### src/rtl/i2c_write_master.sv
// i2c_write_master
//   Write-only I2C bus master for codec/peripheral configuration. On an
//   accepted start it sends START, {DEV_ADDR,W}, NBYTES payload bytes (MSB
//   first) and STOP. Every ACK slot is checked, and a NACK aborts with STOP.
//   Slave clock stretching is honoured in the SCL-high quarter.
//
// Ports
//   clk, reset      system clock, synchronous active-low reset
//   start           request a transaction (ignored while busy)
//   wdata           payload, byte 0 = wdata[8*NBYTES-1 -: 8], sent first
//   busy            transaction in progress
//   done            one-cycle pulse at the end of a transaction (ok or abort)
//   nack            last transaction aborted on NACK (held until next start)
//   nack_byte       index of the NACKed byte (0 = address byte)
//   scl_oe, sda_oe  1 = pull the open-drain line low
//   scl_in, sda_in  asynchronous pad readback
`timescale 1ns/1ps
module i2c_write_master #(
    parameter int         CLK_DIV  = 5000,   // clk cycles per SCL quarter, >= 4
    parameter logic [6:0] DEV_ADDR = 7'h1A,
    parameter int         NBYTES   = 2       // 1..15
) (
    input  logic                  clk,
    input  logic                  reset,
    input  logic                  start,
    input  logic [8*NBYTES-1:0]   wdata,
    output logic                  busy,
    output logic                  done,
    output logic                  nack,
    output logic [3:0]            nack_byte,
    output logic                  scl_oe,
    input  logic                  scl_in,
    output logic                  sda_oe,
    input  logic                  sda_in
);

    localparam int DW = $clog2(CLK_DIV);

    typedef enum logic [2:0] {
        S_IDLE,
        S_START,
        S_BIT,
        S_ACK,
        S_STOP
    } state_t;

    state_t              state, state_nxt;
    logic [1:0]          q, q_nxt;
    logic [DW-1:0]       div;
    logic [1:0]          scl_sync, sda_sync;
    logic                scl_s, sda_s;
    logic                tick, hold, accept, last_q;
    logic                scl_oe_nxt, sda_oe_nxt;
    logic [7:0]          cur_byte;
    logic [8*NBYTES-1:0] payload;
    logic [2:0]          bit_cnt;
    logic [3:0]          byte_idx;
    logic                acked;

    assign scl_s  = scl_sync[1];
    assign sda_s  = sda_sync[1];
    assign accept = (state == S_IDLE) && start;

    // Stretching: only in the SCL-high quarter, and only once the divider has
    // run long enough for our own release to reach the synchroniser output.
    assign hold   = (state != S_IDLE) && (q == 2'd2) && (div >= DW'(3)) && !scl_s;
    assign tick   = (state != S_IDLE) && (div == DW'(CLK_DIV - 1)) && !hold;
    assign last_q = tick && (q == 2'd3);

    // Pad synchronisers; reset to the idle (released, high) level.
    always_ff @(posedge clk) begin
        if (!reset) begin
            scl_sync <= 2'b11;
            sda_sync <= 2'b11;
        end else begin
            scl_sync <= {scl_sync[0], scl_in};
            sda_sync <= {sda_sync[0], sda_in};
        end
    end

    // Quarter-period divider, parked at 0 while idle.
    always_ff @(posedge clk) begin
        if (!reset || state == S_IDLE) begin
            div <= '0;
        end else if (!hold) begin
            div <= tick ? '0 : div + DW'(1);
        end
    end

    // FSM state register and registered line drivers / status.
    always_ff @(posedge clk) begin
        if (!reset) begin
            state  <= S_IDLE;
            q      <= 2'd0;
            scl_oe <= 1'b0;
            sda_oe <= 1'b0;
            busy   <= 1'b0;
            done   <= 1'b0;
        end else begin
            state  <= state_nxt;
            q      <= q_nxt;
            scl_oe <= scl_oe_nxt;
            sda_oe <= sda_oe_nxt;
            busy   <= (state_nxt != S_IDLE);
            done   <= (state == S_STOP) && last_q;
        end
    end

    // Next state, next quarter, and the line levels for the upcoming quarter.
    always_comb begin
        state_nxt  = state;
        q_nxt      = q;
        scl_oe_nxt = scl_oe;
        sda_oe_nxt = sda_oe;

        if (tick) q_nxt = q + 2'd1;

        case (state)
            S_IDLE: begin
                q_nxt = 2'd0;
                if (start) state_nxt = S_START;
            end
            S_START: if (last_q) state_nxt = S_BIT;
            S_BIT:   if (last_q && bit_cnt == 3'd7) state_nxt = S_ACK;
            S_ACK: begin
                if (last_q) begin
                    if (!acked || byte_idx == 4'(NBYTES)) state_nxt = S_STOP;
                    else                                 state_nxt = S_BIT;
                end
            end
            S_STOP:  if (last_q) state_nxt = S_IDLE;
            default: state_nxt = S_IDLE;
        endcase

        // Lines only change on quarter boundaries (or when leaving idle).
        if (tick || accept) begin
            case (state_nxt)
                S_IDLE: begin
                    scl_oe_nxt = 1'b0;
                    sda_oe_nxt = 1'b0;
                end
                S_START: begin
                    scl_oe_nxt = 1'b0;
                    sda_oe_nxt = q_nxt[1];
                end
                S_BIT: begin
                    scl_oe_nxt = ~q_nxt[1];
                    // Data changes one quarter after SCL falls.
                    if (q_nxt == 2'd1) sda_oe_nxt = ~cur_byte[7];
                end
                S_ACK: begin
                    scl_oe_nxt = ~q_nxt[1];
                    if (q_nxt == 2'd1) sda_oe_nxt = 1'b0;
                end
                S_STOP: begin
                    scl_oe_nxt = (q_nxt == 2'd0);
                    sda_oe_nxt = (q_nxt != 2'd3);
                end
                default: begin
                    scl_oe_nxt = 1'b0;
                    sda_oe_nxt = 1'b0;
                end
            endcase
        end
    end

    // Byte/bit sequencing and ACK bookkeeping.
    always_ff @(posedge clk) begin
        if (!reset) begin
            cur_byte  <= 8'h00;
            payload   <= '0;
            bit_cnt   <= 3'd0;
            byte_idx  <= 4'd0;
            acked     <= 1'b0;
            nack      <= 1'b0;
            nack_byte <= 4'd0;
        end else if (accept) begin
            cur_byte <= {DEV_ADDR, 1'b0};
            payload  <= wdata;
            bit_cnt  <= 3'd0;
            byte_idx <= 4'd0;
            nack     <= 1'b0;
        end else if (tick) begin
            if (state == S_BIT && q == 2'd3) begin
                cur_byte <= {cur_byte[6:0], 1'b0};
                bit_cnt  <= bit_cnt + 3'd1;        // wraps to 0 after bit 7
            end
            if (state == S_ACK && q == 2'd2) acked <= ~sda_s;
            if (state == S_ACK && q == 2'd3) begin
                if (!acked) begin
                    nack      <= 1'b1;
                    nack_byte <= byte_idx;
                end else if (byte_idx != 4'(NBYTES)) begin
                    cur_byte <= payload[8*NBYTES-1 -: 8];
                    payload  <= payload << 8;
                    byte_idx <= byte_idx + 4'd1;
                end
            end
        end
    end

endmodule

### config.mk
export PLATFORM = sky130hd
export DESIGN_NAME = i2c_write_master
export DESIGN_NICKNAME = d
export VERILOG_FILES = /design/src/rtl/i2c_write_master.sv
export SDC_FILE = /design/constraint.sdc
export NUM_CORES = 1
export LEC_CHECK = 0
export CAP_MARGIN = 40
export CORE_UTILIZATION = 35
export CTS_BUF_LIST = sky130_fd_sc_hd__clkbuf_4 sky130_fd_sc_hd__clkbuf_8
export CTS_CLUSTER_DIAMETER = 100
export DETAILED_ROUTE_END_ITERATION = 7
export SLEW_MARGIN = 20
export SYNTH_ARGS = -nofsm -noshare
export SYNTH_HDL_FRONTEND = slang
export SYNTH_SLANG_ARGS = --single-unit
### constraint.sdc
create_clock -name clk -period 3.8 [get_ports clk]
set_input_delay 0.57 -clock clk [delete_from_list [all_inputs] [get_ports clk]]
set_output_delay 0.57 -clock clk [all_outputs]
set_load 0.03 [all_outputs]
==> results.json, run 1 <==
{
  "status": "finished, final reports clean",
  "gp_congestion": 0.870,
  "cellLeakagePower_nw": 1.22,
  "synthArstFlopShare_pct": 0,
  "crit_path_end_kind": "flip-flop",
  "synthToLayoutAreaGrowth_pct": 22.1,
  "cp.arrival_ns": 2.90,
  "grt_max_degree": 29,
  "grt-ovfl-total": 0,
  "dr.pass1.iters": 4,
  "hold_path_class": "reg2reg",
  "cts_hold_buf": 0,
  "pre_cts_slack_ns": 1.12,
  "ff2ff_setup_slack_ns": 1.14,
  "synth_cell_types": 47,
  "grt_pass1_vias": 2271,
  "numClockSinks": 63,
  "crit_chain": "inv_1 > ha_1 > nor2b_1 > nor3_4 > nand2_2 > or3_1 > nand2_1 > nor2_1 > a211oi_1",
  "ff_latch_area_um2": 1260,
  "start_util_pct": 36.4,
  "clk_path_buf_depth": 2,
  "yosysWarnings": 0,
  "track_usage_pct": 16.5,
  "critPathTopFamily": "simple AND/OR/NAND/NOR gates",
  "die_h_um": 91.9,
  "cp_num_buf_inv": 1,
  "dpl_cell_area_um2": 3200,
  "synth.avg_cell_area_um2": 8.39,
  "ir_drop_mv": 0.278,
  "vias_per_cell": 5.13,
  "cts_setup_buffers": 0,
  "antennaDiodeCount": 0,
  "rsz0062_at_grt": "no",
  "die_w_um": 91.9,
  "worst-endpoint-required_ns": 4.05,
  "antenna_found_initial": 0,
  "max_cap_violations": 0,
  "cts_resized": 0,
  "tightest_slew_ns": 0.744,
  "yosys-top-cells-area": "dfxtp_1 (45%), nor2_1 (6.6%), nand2_1 (6.5%), a21oi_1 (4.1%), ha_1 (3.1%)",
  "synth_top_area_share_pct": 44.6,
  "crit_slowest_cell": "or3_1",
  "fin_area_um2": 3450,
  "p_per_area_nw_per_um2": 441,
  "clk_pin_slew_ns": 0.07,
  "drt_first_iter_violations": 209,
  "htreeDepth": 3,
  "ys_seq_area_share_pct": 44.6,
  "vias": 2422,
  "rr_worst_depth": 9,
  "drc_errors": 0,
  "slew_violations": 0,
  "die-area_um2": 8440,
  "synth_enable_flop_cells": 0,
  "finalCritPeriodShare_pct": 69.9,
  "yosys.area.top_type": "dfxtp_1",
  "max_freq_ghz": 0.377,
  "cts_tree": "yes",
  "grt_pass1_wl_um": 11100,
  "syn_inst": 337,
  "fin_tns_setup_ns": 0,
  "setup_violations": 0,
  "skew_ns": 0.0111,
  "whs_ns": 0.410,
  "cts_made_buffers": 9,
  "worstReg2RegStart": "q[0]",
  "hold_path_end": "scl_sync[1]",
  "wire_per_inst_um": 13.4,
  "max_slew_margin_pct": 50.4,
  "reg2reg_to": "cur_byte[6]",
  "synthFlopType": "dfxtp_1",
  "core_um2": 7770,
  "crit_type": "reg2reg",
  "root_buffer": "clkbuf_8",
  "io_buffer_count": 29,
  "hold_depth": 1,
  "synth_most_common_cell": "dfxtp_1",
  "fillers": 794,
  "synth_seq_cells": 63,
  "post-dp-hpwl_um": 4310,
  "syn_nets": 365,
  "io_pins": 30,
  "totalWireLength_um": 6330,
  "final_nets": 393,
  "multi_input_area_um2": 1460,
  "final_hold_viol_count": 0,
  "max_stage_delay_ns": 0.73,
  "syn-cell-area_um2": 2830,
  "detail-route-antenna-nets": 0,
  "synthTopCellsByCount": "dfxtp_1 (63), nor2_1 (50), nand2_1 (49)",
  "min_period_ns": 2.66,
  "cp-start-kind": "flip-flop",
  "critPathMaxFanout": 21,
  "layout_setup_ws_ns": 1.14,
  "row_count": 32,
  "worstSkewPairLatency_ns": 0.34,
  "drive_gt1_share_pct": 8.38,
  "hold_path_startpoint": "scl_sync[0]"
}
worst max path at each step:
stage / startpoint / to / cells past startpoint
floorplan: q[0] / sda_oe / 9
global placement: start / sda_oe / 7
detailed placement: start / sda_oe / 7
CTS: q[0] / cur_byte[6] / 9
global route: q[0] / cur_byte[7] / 9
finish: q[0] / cur_byte[6] / 9
routing by layer:
metal / GRT usage (%) / vias to the layer above / part of all wire (%)
met3: 5.14 / 8 / 4.0
met5: 0 / - / 0
met2: 26.1 / 52 / 46
met4: 5.73 / 0 / 1.6
li1: - / 1234 / -
met1: 21.3 / 1128 / 49
power breakdown:
group | total, W | switching (W) | leakage (nW) | internal, W
combinational | 0.0000935 | 0.0000502 | 0.578 | 0.0000433
sequential | 0.000694 | 0.0000134 | 0.513 | 0.000681
clock | 0.000733 | 0.000289 | 0.126 | 0.000445
layout make-up:
class                           count  area share, %
Sequential cell                    63           36.5
Timing Repair Buffer               32           9.06
Clock inverter                      7           3.70
Tap cell                          102           3.70
Multi-Input combinational cell    249           42.3
Inverter                           10           1.09
Clock buffer                        9           3.59
cells in the final DEF (no fill, tap or decap), drive strengths merged, types with 8 or more instances in the layout:
cell,n
o21ai,8
a21oi,23
nand3,16
clkbuf,9
a311oi,9
dfxtp,63
inv,12
nor2,51
nand4,8
clkdlybuf4s50,29
nand2,51
nor3,8
registers in the layout (all words and copies together), names as in the netlist:
name and flops:
acked 1, payload 16, cur_byte 8, nack 1, bit_cnt 3, div 13, scl_sync 2, scl_oe 1
state 3, nack_byte 4, sda_sync 2, byte_idx 4, q 2, sda_oe 1, done 1, busy 1
stage by stage:
step	util [%]	total power [W]	std cells
6_report	44.4	0.00152	472
2_1_floorplan	-	0.000763	337
3_5_place_dp	41.2	0.000804	456
4_1_cts	44.4	0.00154	472
3_3_place_gp	41.2	0.000803	456
5_1_grt	44.4	0.00158	472
cells by family (layout without fill, tap and decap cells):
family | Yosys count | after routing | synth area share (%)
and+or+nand+nor | 157 | 157 | 26.6
DFF | 63 | 63 | 44.6
muxes | 7 | 7 | 2.52
buffers and inverters | 25 | 58 | 3.67
adders and majority gates | 7 | 7 | 3.10
AOI/OAI and AO/OA | 64 | 64 | 15.1
xor gates and xnor gates | 14 | 14 | 4.34
Power figures use the tool's default switching activity.
==> run 2, diff against run 1 <==
==> constraint.sdc (replaced) <==
create_clock -name clk -period 2.5 [get_ports clk]
set_input_delay 0.375 -clock clk [delete_from_list [all_inputs] [get_ports clk]]
set_output_delay 0.375 -clock clk [all_outputs]
set_load 0.03 [all_outputs]
==> run 2 against run 1 <==
Combinational power increased by 66%. Sequential power increased by 53%. Design area increased by 4.0%. Critical path depth increased by 1. Global-route usage increased by 0.67 points. Setup slack got worse by 1.0 ns. Critical path type unchanged. Count of clock-buffer cells in the layout unchanged. Routed wire length increased by 5.6%. Clock power increased by 51%. Via count increased by 2.8%.
==> results.json, run 2 (synthesis results as in run 1) <==
{
  "status": "finished, final reports clean",
  "numClockSinks": 63,
  "cts_tree": "yes",
  "detail-route-antenna-nets": 0,
  "clk_pin_slew_ns": 0.08,
  "totalWireLength_um": 6680,
  "crit_start": "q[0]",
  "instances_no_fill": 486,
  "grt_pass1_wl_um": 11400,
  "max_cap_violations": 0,
  "hold_path_end": "scl_sync[1]",
  "p_per_area_nw_per_um2": 647,
  "worstReg2RegStart": "q[0]",
  "finalPower_w": 0.00232,
  "crit_path_end_kind": "flip-flop",
  "crit_type": "reg2reg",
  "hold_depth": 1,
  "mostFrequentLayoutCell": "dfxtp_1",
  "die_w_um": 91.9,
  "cp.arrival_ns": 2.66,
  "core_um2": 7770,
  "vias": 2491,
  "skew_ns": 0.0127,
  "cp-start-kind": "flip-flop",
  "drc_errors": 0,
  "mostFrequentLayoutCells": "dfxtp_1 (61), nor2_1 (50), nand2_1 (49)",
  "reg2reg_to": "sda_oe",
  "setup_violations": 0,
  "grt_pass1_vias": 2433,
  "drt_first_iter_violations": 159,
  "io_buffer_count": 29,
  "dr.pass1.iters": 4,
  "final_util_pct": 46.2,
  "largest_register_ffs": 16,
  "cts_hold_buf": 0,
  "rr_worst_depth": 10,
  "hold_path_class": "reg2reg",
  "ir_drop_mv": 0.358,
  "ff2ff_setup_slack_ns": 0.10,
  "wire_per_inst_um": 13.7,
  "finalCritPeriodShare_pct": 95.8,
  "tightest_slew_ns": 0.527,
  "reg.largest.list": "payload x16, div x13, cur_byte x8",
  "die_h_um": 91.9,
  "min_period_ns": 2.40,
  "max_slew_margin_pct": 64.8,
  "critPathMaxFanout": 4,
  "row_count": 32,
  "worstSkewPairLatency_ns": 0.35,
  "cts_made_buffers": 9,
  "drive_gt1_share_pct": 13.0,
  "vias_per_cell": 5.13,
  "place_inst": 465,
  "grt_max_degree": 29,
  "max_freq_ghz": 0.417,
  "final_hold_viol_count": 0,
  "antennaDiodeCount": 0,
  "start_util_pct": 36.4,
  "hold_path_startpoint": "scl_sync[0]",
  "antenna_found_initial": 0,
  "routed.top_layer": "met4",
  "track_usage_pct": 17.2,
  "htreeDepth": 3,
  "fin_tns_setup_ns": 0,
  "wl_met2_um": 3240,
  "crit_chain": "inv_1 > ha_1 > nor2b_2 > nor3_4 > buf_4 > a41o_1 > a21oi_1 > a2111o_1 > mux2_2 > a221oi_2",
  "dpl_cell_area_um2": 3280,
  "max_stage_delay_ns": 0.35,
  "io_pins": 30,
  "worst-endpoint-required_ns": 2.77,
  "gp_congestion": 0.938,
  "root_buffer": "clkbuf_8",
  "final_nets": 407,
  "fin_area_um2": 3590,
  "slew_violations": 0,
  "regMostFlops": "payload",
  "clk_path_buf_depth": 2,
  "synthToLayoutAreaGrowth_pct": 27.0,
  "grt-ovfl-total": 0,
  "die-area_um2": 8440,
  "wl_met3_um": 365,
  "crit_slowest_cell": "dfxtp_2",
  "wl_met1_um": 2980,
  "cellLeakagePower_nw": 1.30,
  "post-dp-hpwl_um": 4560
}
## run 2: worst max path at each step
stage,to,depth (start not counted)
final,sda_oe,10
after global routing,sda_oe,10
after CTS,sda_oe,9
after detailed placement,sda_oe,9
after global placement,sda_oe,9
after floorplan,sda_oe,9
## run 2: metal layers
layer,vias to the layer above,global-route usage [%]
met3,7,6.30
met5,-,0
met1,1169,20.9
met2,56,28.4
li1,1259,-
met4,0,5.08
## run 2: what timing repair did
action / 4_1_cts / 5_1_grt
setup buffers: 0 / 5
gates resized for setup: 0 / 7
setup endpoints to repair: 0 / 18
## run 2: final cells by class
type	count	area, µm²
inverters	10	37.5
clock buffers	9	124
well taps	102	128
flip-flops and latches	63	1260
repair buffers	46	430
multi-input cells	249	1480
fillers	771	4180
clock inverters	7	128
## run 2: metrics by stage
stage                     setup WS, ns  hold WS (ns)
after global placement           0.121         0.394
after detailed placement        0.0631         0.396
after global routing           -0.0317         0.434
after CTS                       0.0253         0.414
after floorplan                  0.270         0.386
final                            0.104         0.411
## run 2: where the power goes
group          leakage [nW]  switching [W]  internal, W
logic                 0.662      0.0000812    0.0000742
clock network         0.126       0.000435     0.000675
registers             0.514      0.0000218      0.00104
total                  1.30       0.000538      0.00178
## run 2: critical path: cells and delay by family (launching register included)
family                   cells  cell delay, ns
buffers and inverters        2            0.25
adder cells (fa/ha/maj)      1            0.21
AND/OR/NAND/NOR              2            0.42
flip-flops                   1            0.35
AO/OA/AOI/OAI                4            0.80
multiplexers                 1            0.28
